File: src/rtl/audio_dac_serializer_if.sv
// Sample handshake between the mixer output and the DAC serializer.
// The master drives the sample and valid; the slave answers with ready.
interface audio_dac_serializer_if #(
  parameter int SAMPLE_W = 32
);
  logic [SAMPLE_W-1:0] sample_in;
  logic                sample_valid;
  logic                sample_ready;

  modport master (output sample_in, output sample_valid, input sample_ready);
  modport slave  (input sample_in, input sample_valid, output sample_ready);
endinterface

File: src/rtl/audio_dac_serializer.sv
// Buffers mono mixer samples in a small FIFO and streams each one to the codec
// as a left-justified stereo frame (same sample in both slots), MSB first.
module audio_dac_serializer #(
  parameter int CLK_DIV    = 4,
  parameter int SAMPLE_W   = 32,
  parameter int FIFO_DEPTH = 4
) (
  input  logic                          clk,
  input  logic                          resetn,
  audio_dac_serializer_if.slave         smp,
  output logic                          bclk,
  output logic                          lrclk,
  output logic                          dacdat,
  output logic                          underrun,
  output logic [$clog2(FIFO_DEPTH):0]   fifo_level
);

  localparam int PTR_W  = $clog2(FIFO_DEPTH);
  localparam int LVL_W  = PTR_W + 1;
  localparam int DIV_W  = $clog2(CLK_DIV);
  localparam int CNT_W  = $clog2(2 * SAMPLE_W);
  localparam int SLOT_W = CNT_W - 1;

  localparam logic [0:0] ST_IDLE = 1'b0;
  localparam logic [0:0] ST_RUN  = 1'b1;

  if (CLK_DIV < 2) begin : g_bad_clk_div
    $error("audio_dac_serializer: CLK_DIV must be at least 2");
  end
  if ((FIFO_DEPTH < 2) || ((FIFO_DEPTH & (FIFO_DEPTH - 1)) != 0)) begin : g_bad_depth
    $error("audio_dac_serializer: FIFO_DEPTH must be a power of 2, at least 2");
  end

  // ---------------------------------------------------------------------------
  // Sample FIFO
  // ---------------------------------------------------------------------------
  logic [SAMPLE_W-1:0] mem [FIFO_DEPTH];
  logic [PTR_W-1:0]    wr_ptr;
  logic [PTR_W-1:0]    rd_ptr;
  logic [LVL_W-1:0]    level;
  logic                push;
  logic                pop;
  logic                fifo_empty;
  logic [SAMPLE_W-1:0] head;

  // Ready depends on the stored level only, so a pop in the same cycle never
  // frees a slot early and the mixer sees no combinational path through us.
  assign smp.sample_ready = (level != LVL_W'(FIFO_DEPTH));
  assign push             = smp.sample_valid && smp.sample_ready;
  assign fifo_empty       = (level == '0);
  assign head             = mem[rd_ptr];
  assign fifo_level       = level;

  // NOTE: storage has no reset; discarding contents only needs the pointers
  // and level cleared, and leaving the array unreset keeps it a plain RAM.
  always_ff @(posedge clk) begin
    if (push) begin
      mem[wr_ptr] <= smp.sample_in;
    end
  end

  always_ff @(posedge clk or negedge resetn) begin
    if (!resetn) begin
      wr_ptr <= '0;
      rd_ptr <= '0;
      level  <= '0;
    end else begin
      if (push) begin
        wr_ptr <= wr_ptr + PTR_W'(1);
      end
      if (pop) begin
        rd_ptr <= rd_ptr + PTR_W'(1);
      end
      unique case ({push, pop})
        2'b10:   level <= level + LVL_W'(1);
        2'b01:   level <= level - LVL_W'(1);
        default: level <= level;
      endcase
    end
  end

  // ---------------------------------------------------------------------------
  // Serializer FSM
  // ---------------------------------------------------------------------------
  logic [0:0]          state;
  logic [DIV_W-1:0]    div;
  logic [CNT_W-1:0]    bit_cnt;
  logic [SAMPLE_W-1:0] hold;

  logic                div_wrap;
  logic                bclk_fall;
  logic [CNT_W-1:0]    cnt_next;
  logic                frame_start;
  logic [SAMPLE_W-1:0] hold_shifted;

  // NOTE: every signal assigned here gets a default first, so no path through
  // the block can leave a value held and infer a latch.
  always_comb begin
    div_wrap     = 1'b0;
    bclk_fall    = 1'b0;
    cnt_next     = bit_cnt + CNT_W'(1);
    frame_start  = 1'b0;
    hold_shifted = hold << cnt_next[SLOT_W-1:0];
    pop          = 1'b0;
    if (state == ST_RUN) begin
      div_wrap    = (div == DIV_W'(CLK_DIV - 1));
      bclk_fall   = div_wrap && bclk;
      frame_start = bclk_fall && (cnt_next == '0);
      pop         = frame_start && !fifo_empty;
    end else begin
      pop = !fifo_empty;
    end
  end

  always_ff @(posedge clk or negedge resetn) begin
    if (!resetn) begin
      state    <= ST_IDLE;
      div      <= '0;
      bit_cnt  <= '0;
      hold     <= '0;
      bclk     <= 1'b0;
      lrclk    <= 1'b0;
      dacdat   <= 1'b0;
      underrun <= 1'b0;
    end else begin
      // NOTE: underrun defaults low every cycle so a frame-start hit can only
      // ever raise it for a single clock.
      underrun <= 1'b0;
      unique case (state)
        ST_IDLE: begin
          if (!fifo_empty) begin
            state   <= ST_RUN;
            hold    <= head;
            dacdat  <= head[SAMPLE_W-1];
            lrclk   <= 1'b1;
            bit_cnt <= '0;
            div     <= '0;
            bclk    <= 1'b0;
          end
        end
        ST_RUN: begin
          if (div_wrap) begin
            div  <= '0;
            bclk <= ~bclk;
            if (bclk_fall) begin
              bit_cnt <= cnt_next;
              // Upper half of the frame is the right slot.
              lrclk   <= ~cnt_next[CNT_W-1];
              if (frame_start) begin
                if (!fifo_empty) begin
                  hold   <= head;
                  dacdat <= head[SAMPLE_W-1];
                end else begin
                  hold     <= '0;
                  dacdat   <= 1'b0;
                  underrun <= 1'b1;
                end
              end else begin
                dacdat <= hold_shifted[SAMPLE_W-1];
              end
            end
          end else begin
            div <= div + DIV_W'(1);
          end
        end
        default: state <= ST_IDLE;
      endcase
    end
  end

endmodule

File: src/flat_wrapper.sv
// flat-port wrapper written by rule: the top's interface ports become plain ports
module audio_dac_serializer_flat 
#(
  parameter int CLK_DIV    = 4,
  parameter int SAMPLE_W   = 32,
  parameter int FIFO_DEPTH = 4
)
  (clk, resetn, bclk, lrclk, dacdat, underrun, fifo_level, smp_sample_in, smp_sample_valid, smp_sample_ready);
  audio_dac_serializer_if #(.SAMPLE_W(SAMPLE_W)) smp_i ();
  input  logic clk;
  input  logic resetn;
  output logic bclk;
  output logic lrclk;
  output logic dacdat;
  output logic underrun;
  output logic [$clog2(FIFO_DEPTH):0] fifo_level;
  input wire logic [$bits(smp_i.sample_in)-1:0] smp_sample_in;
  input wire logic [$bits(smp_i.sample_valid)-1:0] smp_sample_valid;
  output wire logic [$bits(smp_i.sample_ready)-1:0] smp_sample_ready;
  assign smp_i.sample_in = smp_sample_in;
  assign smp_i.sample_valid = smp_sample_valid;
  assign smp_sample_ready = smp_i.sample_ready;
  audio_dac_serializer #(.CLK_DIV(CLK_DIV), .SAMPLE_W(SAMPLE_W), .FIFO_DEPTH(FIFO_DEPTH)) u_core (.clk(clk), .resetn(resetn), .smp(smp_i), .bclk(bclk), .lrclk(lrclk), .dacdat(dacdat), .underrun(underrun), .fifo_level(fifo_level));
endmodule
File: config.mk
export PLATFORM = sky130hd
export DESIGN_NAME = audio_dac_serializer_flat
export DESIGN_NICKNAME = d
export VERILOG_FILES = /design/src/rtl/audio_dac_serializer_if.sv /design/src/rtl/audio_dac_serializer.sv /design/src/flat_wrapper.sv
export SDC_FILE = /design/constraint.sdc
export NUM_CORES = 1
export LEC_CHECK = 0
export CORE_MARGIN = 5
export CORE_UTILIZATION = 40
export CTS_CLUSTER_SIZE = 8
export DETAILED_ROUTE_END_ITERATION = 12
export SETUP_SLACK_MARGIN = 0.5
export SYNTH_ARGS = -nofsm -noshare
export SYNTH_HDL_FRONTEND = slang
export SYNTH_SLANG_ARGS = --single-unit
File: constraint.sdc
create_clock -name clk -period 6.27 [get_ports clk]
set_input_delay 0.627 -clock clk [delete_from_list [all_inputs] [get_ports clk]]
set_output_delay 0.627 -clock clk [all_outputs]
set_load 0.01 [all_outputs]
# After elaboration in Yosys (flattened, before gate mapping)
# Memories as Yosys holds them, arrays and structs flattened.
# Index checks and enable logic that the tools add are counted.
[classes]
shifts = 1
n_mux = 40
n_eq_ne = 8
n_bitwise = 3
reduce_logical = 11
add_sub_neg = 6
[op_table]
columns = ["op", "count"]
rows = [
  ["32-bit two-way mux", 5],
  ["32-bit one-hot mux with 2 select lines", 1],
  ["32-bit by 5-bit << shifter with 32-bit output", 1],
  ["1-bit two-way mux", 23],
  ["6-bit two-way mux", 3],
  ["6-bit one-hot mux with 2 select lines", 1],
  ["2-bit inequality test (second input constant)", 4],
  ["2-bit by 1-bit adder with 2-bit output (second input constant)", 3],
  ["6-bit by 1-bit adder with 6-bit output (second input constant)", 1],
  ["6-bit zero test", 1],
  ["1-bit one-hot mux with 2 select lines", 3],
  ["3-bit one-hot mux with 2 select lines", 1],
  ["2-bit equality test (second input constant)", 2],
  ["1-bit logical AND", 4],
  ["2-bit two-way mux", 2],
  ["2-bit one-hot mux with 2 select lines", 1],
  ["4-bit AND reduction", 1],
  ["3-bit by 1-bit adder with 3-bit output (second input constant)", 1],
  ["3-bit zero test", 1],
  ["3-bit inequality test (second input constant)", 1],
  ["1-bit NOT", 3],
  ["3-bit AND reduction", 1],
  ["3-bit by 1-bit subtractor with 3-bit output (second input constant)", 1],
  ["2-bit by 1-bit equality test with 1-bit output (second input constant)", 1],
  ["3 further kinds", 3],
]
[word_totals]
mem_bits_rw = 128
mem_count = 1
register_bits = 52
input_bits = 35
wordCells = 81
output_inout_bits = 8
[memory_table]
columns = ["memory", "depth", "width", "rd", "rd_clocked_by_memory_dff", "write_ports", "line", "source"]
rows = [
  ["u_core.mem", 4, 32, 1, 0, 1, "audio_dac_serializer.sv:37", "logic [SAMPLE_W-1:0] mem [FIFO_DEPTH];"],
]

# Depth between registers and ports, before layout
[depth]
ltp_word = 8
mapped_depth = 12
ltp_nobuf = 11

# Worst setup path before layout
# No wires, ideal clock.
[synth_path]
kind = "register to register"
start = "register u_core.bit_cnt[0]"
end = "register u_core.level[2] (netlist: u_core.fifo_level[2])"
setup_ns = 0.079
arrival_ns = 2.766
period_less_slack_ns = 2.845
slack_ns = 3.425
required_ns = 6.191
n_path_buf = 1
path_stages_with_launch = 13
cell_sequence = "dfrtp_1 -> ha_1 -> buf_4 -> xnor2_2 -> nand4_1 -> o41ai_4 -> and2_2 -> ha_1 -> inv_1 -> fa_1 -> xor2_1 -> nor2_1 -> xor2_1"
[synth_via]
elab_chain_cells = 7
word_cells_on_any_way = 9
classes_between = "add/sub: 1; eq/ne: 2; mux: 2; reduce/logical: 4"
[synth_lines]
columns = ["element", "line", "source"]
rows = [
  ["from (decl)", "audio_dac_serializer.sv:87", "logic [CNT_W-1:0] bit_cnt;"],
  ["from (signal assigned)", "audio_dac_serializer.sv:146", "bit_cnt <= cnt_next;"],
  ["6-bit by 1-bit adder with 6-bit output *", "audio_dac_serializer.sv:101", "cnt_next = bit_cnt + CNT_W'(1);"],
  ["6-bit zero test *", "audio_dac_serializer.sv:108", "frame_start = bclk_fall && (cnt_next == '0);"],
  ["1-bit logical AND *", "audio_dac_serializer.sv:108", ""],
  ["1-bit logical AND *", "audio_dac_serializer.sv:109", "pop = frame_start && !fifo_empty;"],
  ["1-bit two-way mux *", "audio_dac_serializer.sv:105", "if (state == ST_RUN) begin"],
  ["2-bit by 1-bit equality test with 1-bit output or 2-bit equality test (tied branches)", "audio_dac_serializer.sv:74", "unique case ({push, pop})"],
  ["3-bit one-hot mux with 2 select lines or 2-bit nonzero test (tied branches)", "--", ""],
  ["to (signal assigned)", "audio_dac_serializer.sv:75", "2'b10: level <= level + LVL_W'(1);"],
  ["to (signal assigned)", "audio_dac_serializer.sv:76", "2'b01: level <= level - LVL_W'(1);"],
  ["to (signal assigned)", "audio_dac_serializer.sv:77", "default: level <= level;"],
  ["to (decl)", "audio_dac_serializer.sv:40", "logic [LVL_W-1:0] level;"],
]
# Every way passes the cells marked *; elsewhere a longest branch is shown, timed or not.
# A chain may end at the register's enable or synchronous reset.

# Worst setup path after layout
# Same ends and word-level chain as after synthesis.

==> flow_metrics.tcl <==
set metrics [dict create \
    cts_tree "built" \
    wl_met2_um 6610 \
    clk_latency_ns 0.42 \
    synth_area_um2 7520 \
    hold_path.class "primary input to async pin" \
    max-slew-margin-rel_pct 38.3 \
    grt_start_max_net_pins 53 \
    dr.pass1.iters 6 \
    setup-violations-final 0 \
    grt_pass1_vias 3847 \
    globalplace.congestion 0.820 \
    path_cells "ha_1 -> xnor2_2 -> nand4_1 -> o41ai_4 -> and2_2 -> ha_1 -> inv_1 -> fa_1 -> xor2_1 -> nor2_1 -> xor2_1" \
    fp.coreArea_um2 18600 \
    pin_count 43 \
    ff2ff_path_depth 11 \
    met3WireLength_um 323 \
    drc_errors 0 \
    post_drt_wl_per_cell_um 18.8 \
    die_w_um 147 \
    tns_ns 0 \
    async_reset_ff_share_pct 28.9 \
    rows 50 \
    mostFrequentLayoutCell "edfxtp_1" \
    worstPathRequired_ns 6.61 \
    dp_hpwl_um 7770 \
    antenna_found_initial 0 \
    synth_edf_count 128 \
    synth_flop_cell "edfxtp_1" \
    cts_inserted_buffers 17 \
    drt_iter0_drc 228 \
    drv_slew 0 \
    ctsRootBufferMaster "clkbuf_16" \
    postCtsHoldBufs 0 \
    yosys_warnings 0 \
    final_area_um2 8750 \
    ys_top_cells_by_area "edfxtp_1 (51%), dfrtp_1 (17%), mux4_2 (12%), mux2_4 (6.0%), nor2b_1 (2.7%)" \
    critPathMaxStageDelay_ns 0.81 \
    critPathKind "flip-flop to flip-flop" \
    synth_seq_area_share_pct 68.4 \
    maxCapViolations 0 \
    area_growth_pct 16.4 \
    reg2reg_slack_ns 2.76 \
    grt-ovfl-total 0 \
    end_kind "flip-flop" \
    drive_gt1_share_pct 24.6 \
    clock_path_buffers 2 \
    synth_cell_type_count 41 \
    drt-total-wl_um 13100 \
    cp_max_fo 15 \
    arrival_ns 3.85 \
    powerDensity_nw_per_um2 454 \
    vias 3567 \
    slowest_stage "dfrtp_1" \
    finalHoldViolations 0 \
    die_height_um 147 \
    die-area_um2 21600 \
    ant_nets 0 \
    leakagePower_uw 0.00324 \
    avgSynthCellArea_um2 18.7 \
    holdWs_ns 0.331 \
    critical_path_buf_inv_count 1 \
    nFillCells 1534 \
    skew_ns 0.0147 \
    fin_crit_ns 3.51 \
    fmax_mhz 285 \
    grt_pass1_wl_um 21400 \
    placed_area_um2 8180 \
    top_layer "met4" \
    timing.rr.end "u_core.fifo_level[2]$_DFFE_PN0P_" \
    num-nets-final 495 \
    cts_setup_buffers 0 \
    cts.sinks 180 \
    ctsResizeCount 0 \
    clkTransAtPathRegs_ns 0.06 \
    layout_common_cells "edfxtp_1 (128), dfrtp_1 (50), clkdlybuf4s50_1 (41)" \
    path_delay_family "adder cells" \
    grt_usage_pct 12.9 \
    diodes 0 \
    status "finished clean" \
    ir_drop_mv 0.224 \
    fin_ws_ns 2.76 \
    rsz0062_at_grt "false" \
    viasPerCell 5.11 \
    port_buffers 42 \
    place_ws_ns 2.76 \
    synth_cells 402 \
    startpoint_type "flip-flop" \
    wl_met1_um 6000 \
    initial_core_util_pct 40.5 \
    synth_top_area_cell "edfxtp_1" \
    synth_top_area_share_pct 51.1 \
    r2r_start "u_core.bit_cnt[0]$_DFFE_PN0P_" \
    worst_slew_pin_slew_ns 0.926 \
    syn-num-nets 446 \
    fin_crit_sh_pct 55.9 \
    htree_levels 4 \
    ys_seq_elements 180 \
]
[area by class of cell]
cell class	count	area (um2)	area share [%]
Inverter	7	26.3	0.300
Clock inverter	11	135	1.54
Multi-Input combinational cell	196	2240	25.6
Timing Repair Buffer	49	468	5.35
Tap cell	234	293	3.34
Clock buffer	21	440	5.03
Sequential cell	180	5150	58.8
[flip-flops by register name (all words and copies together) (netlist names)]
signal / count
u_core.bclk: 1
u_core.bit_cnt: 6
u_core.dacdat: 1
u_core.div: 2
u_core.fifo_level: 3
u_core.hold: 32
u_core.lrclk: 1
u_core.mem: 128
u_core.rd_ptr: 2
u_core.state: 1
u_core.underrun: 1
u_core.wr_ptr: 2
[power by group]
part	internal (uW)	switching [uW]	leakage, uW
registers	1580	187	0.00182
logic	635	527	0.00115
clock network	622	416	0.000274
total	2840	1130	0.00324
[worst max-delay path by stage]
stage / endpoint / startpoint / depth (start not counted)
finish: u_core.fifo_level[2]$_DFFE_PN0P_ / u_core.bit_cnt[0]$_DFFE_PN0P_ / 11
detailed placement: u_core.fifo_level[2]$_DFFE_PN0P_ / u_core.bit_cnt[0]$_DFFE_PN0P_ / 11
global placement: u_core.fifo_level[2]$_DFFE_PN0P_ / u_core.bit_cnt[0]$_DFFE_PN0P_ / 11
CTS: u_core.fifo_level[2]$_DFFE_PN0P_ / u_core.bit_cnt[0]$_DFFE_PN0P_ / 11
floorplan: u_core.fifo_level[2]$_DFFE_PN0P_ / u_core.bit_cnt[0]$_DFFE_PN0P_ / 12
global route: u_core.fifo_level[2]$_DFFE_PN0P_ / u_core.bit_cnt[0]$_DFFE_PN0P_ / 11
[kinds of logic (layout without fill, tap and decap cells)]
family                     Yosys count  in the layout  share of synthesized area [%]
DFF                                180            180                           68.4
and+or+nand+nor                     76             76                           5.74
muxes                               75             75                           18.7
buffers and inverters               26             88                           1.76
AOI/OAI and AO/OA                   25             25                           2.41
xor gates and xnor gates            11             11                           1.38
adders and majority gates            9              9                           1.60
[synth_stat cells, drive strengths merged, types with 3 or more instances]
cell type    n
inv          7
mux2        34
and3         6
nand3        5
edfxtp     128
buf          9
nor2b       32
ha           8
xor2         4
nor2         7
and2         4
nand2       13
xnor2        7
o21ai       11
clkbuf      10
dfrtp       52
mux4        40
a31oi        3
[per-layer routing]
layer / track usage, % / up-vias
met2: 20.9 / 48
li1: - / 1647
met3: 3.08 / 14
met4: 4.99 / 0
met1: 17.0 / 1858
met5: 0 / -
[metrics by stage]
stage	total power, uW	utilization (%)	std cells
4_1_cts	4030	47.1	698
3_3_place_gp	2960	44.0	666
5_1_grt	4200	47.1	698
6_report	3970	47.1	698
2_1_floorplan	2620	-	402
3_5_place_dp	2990	44.0	666
Note: power is estimated with default switching activity, not from simulation.
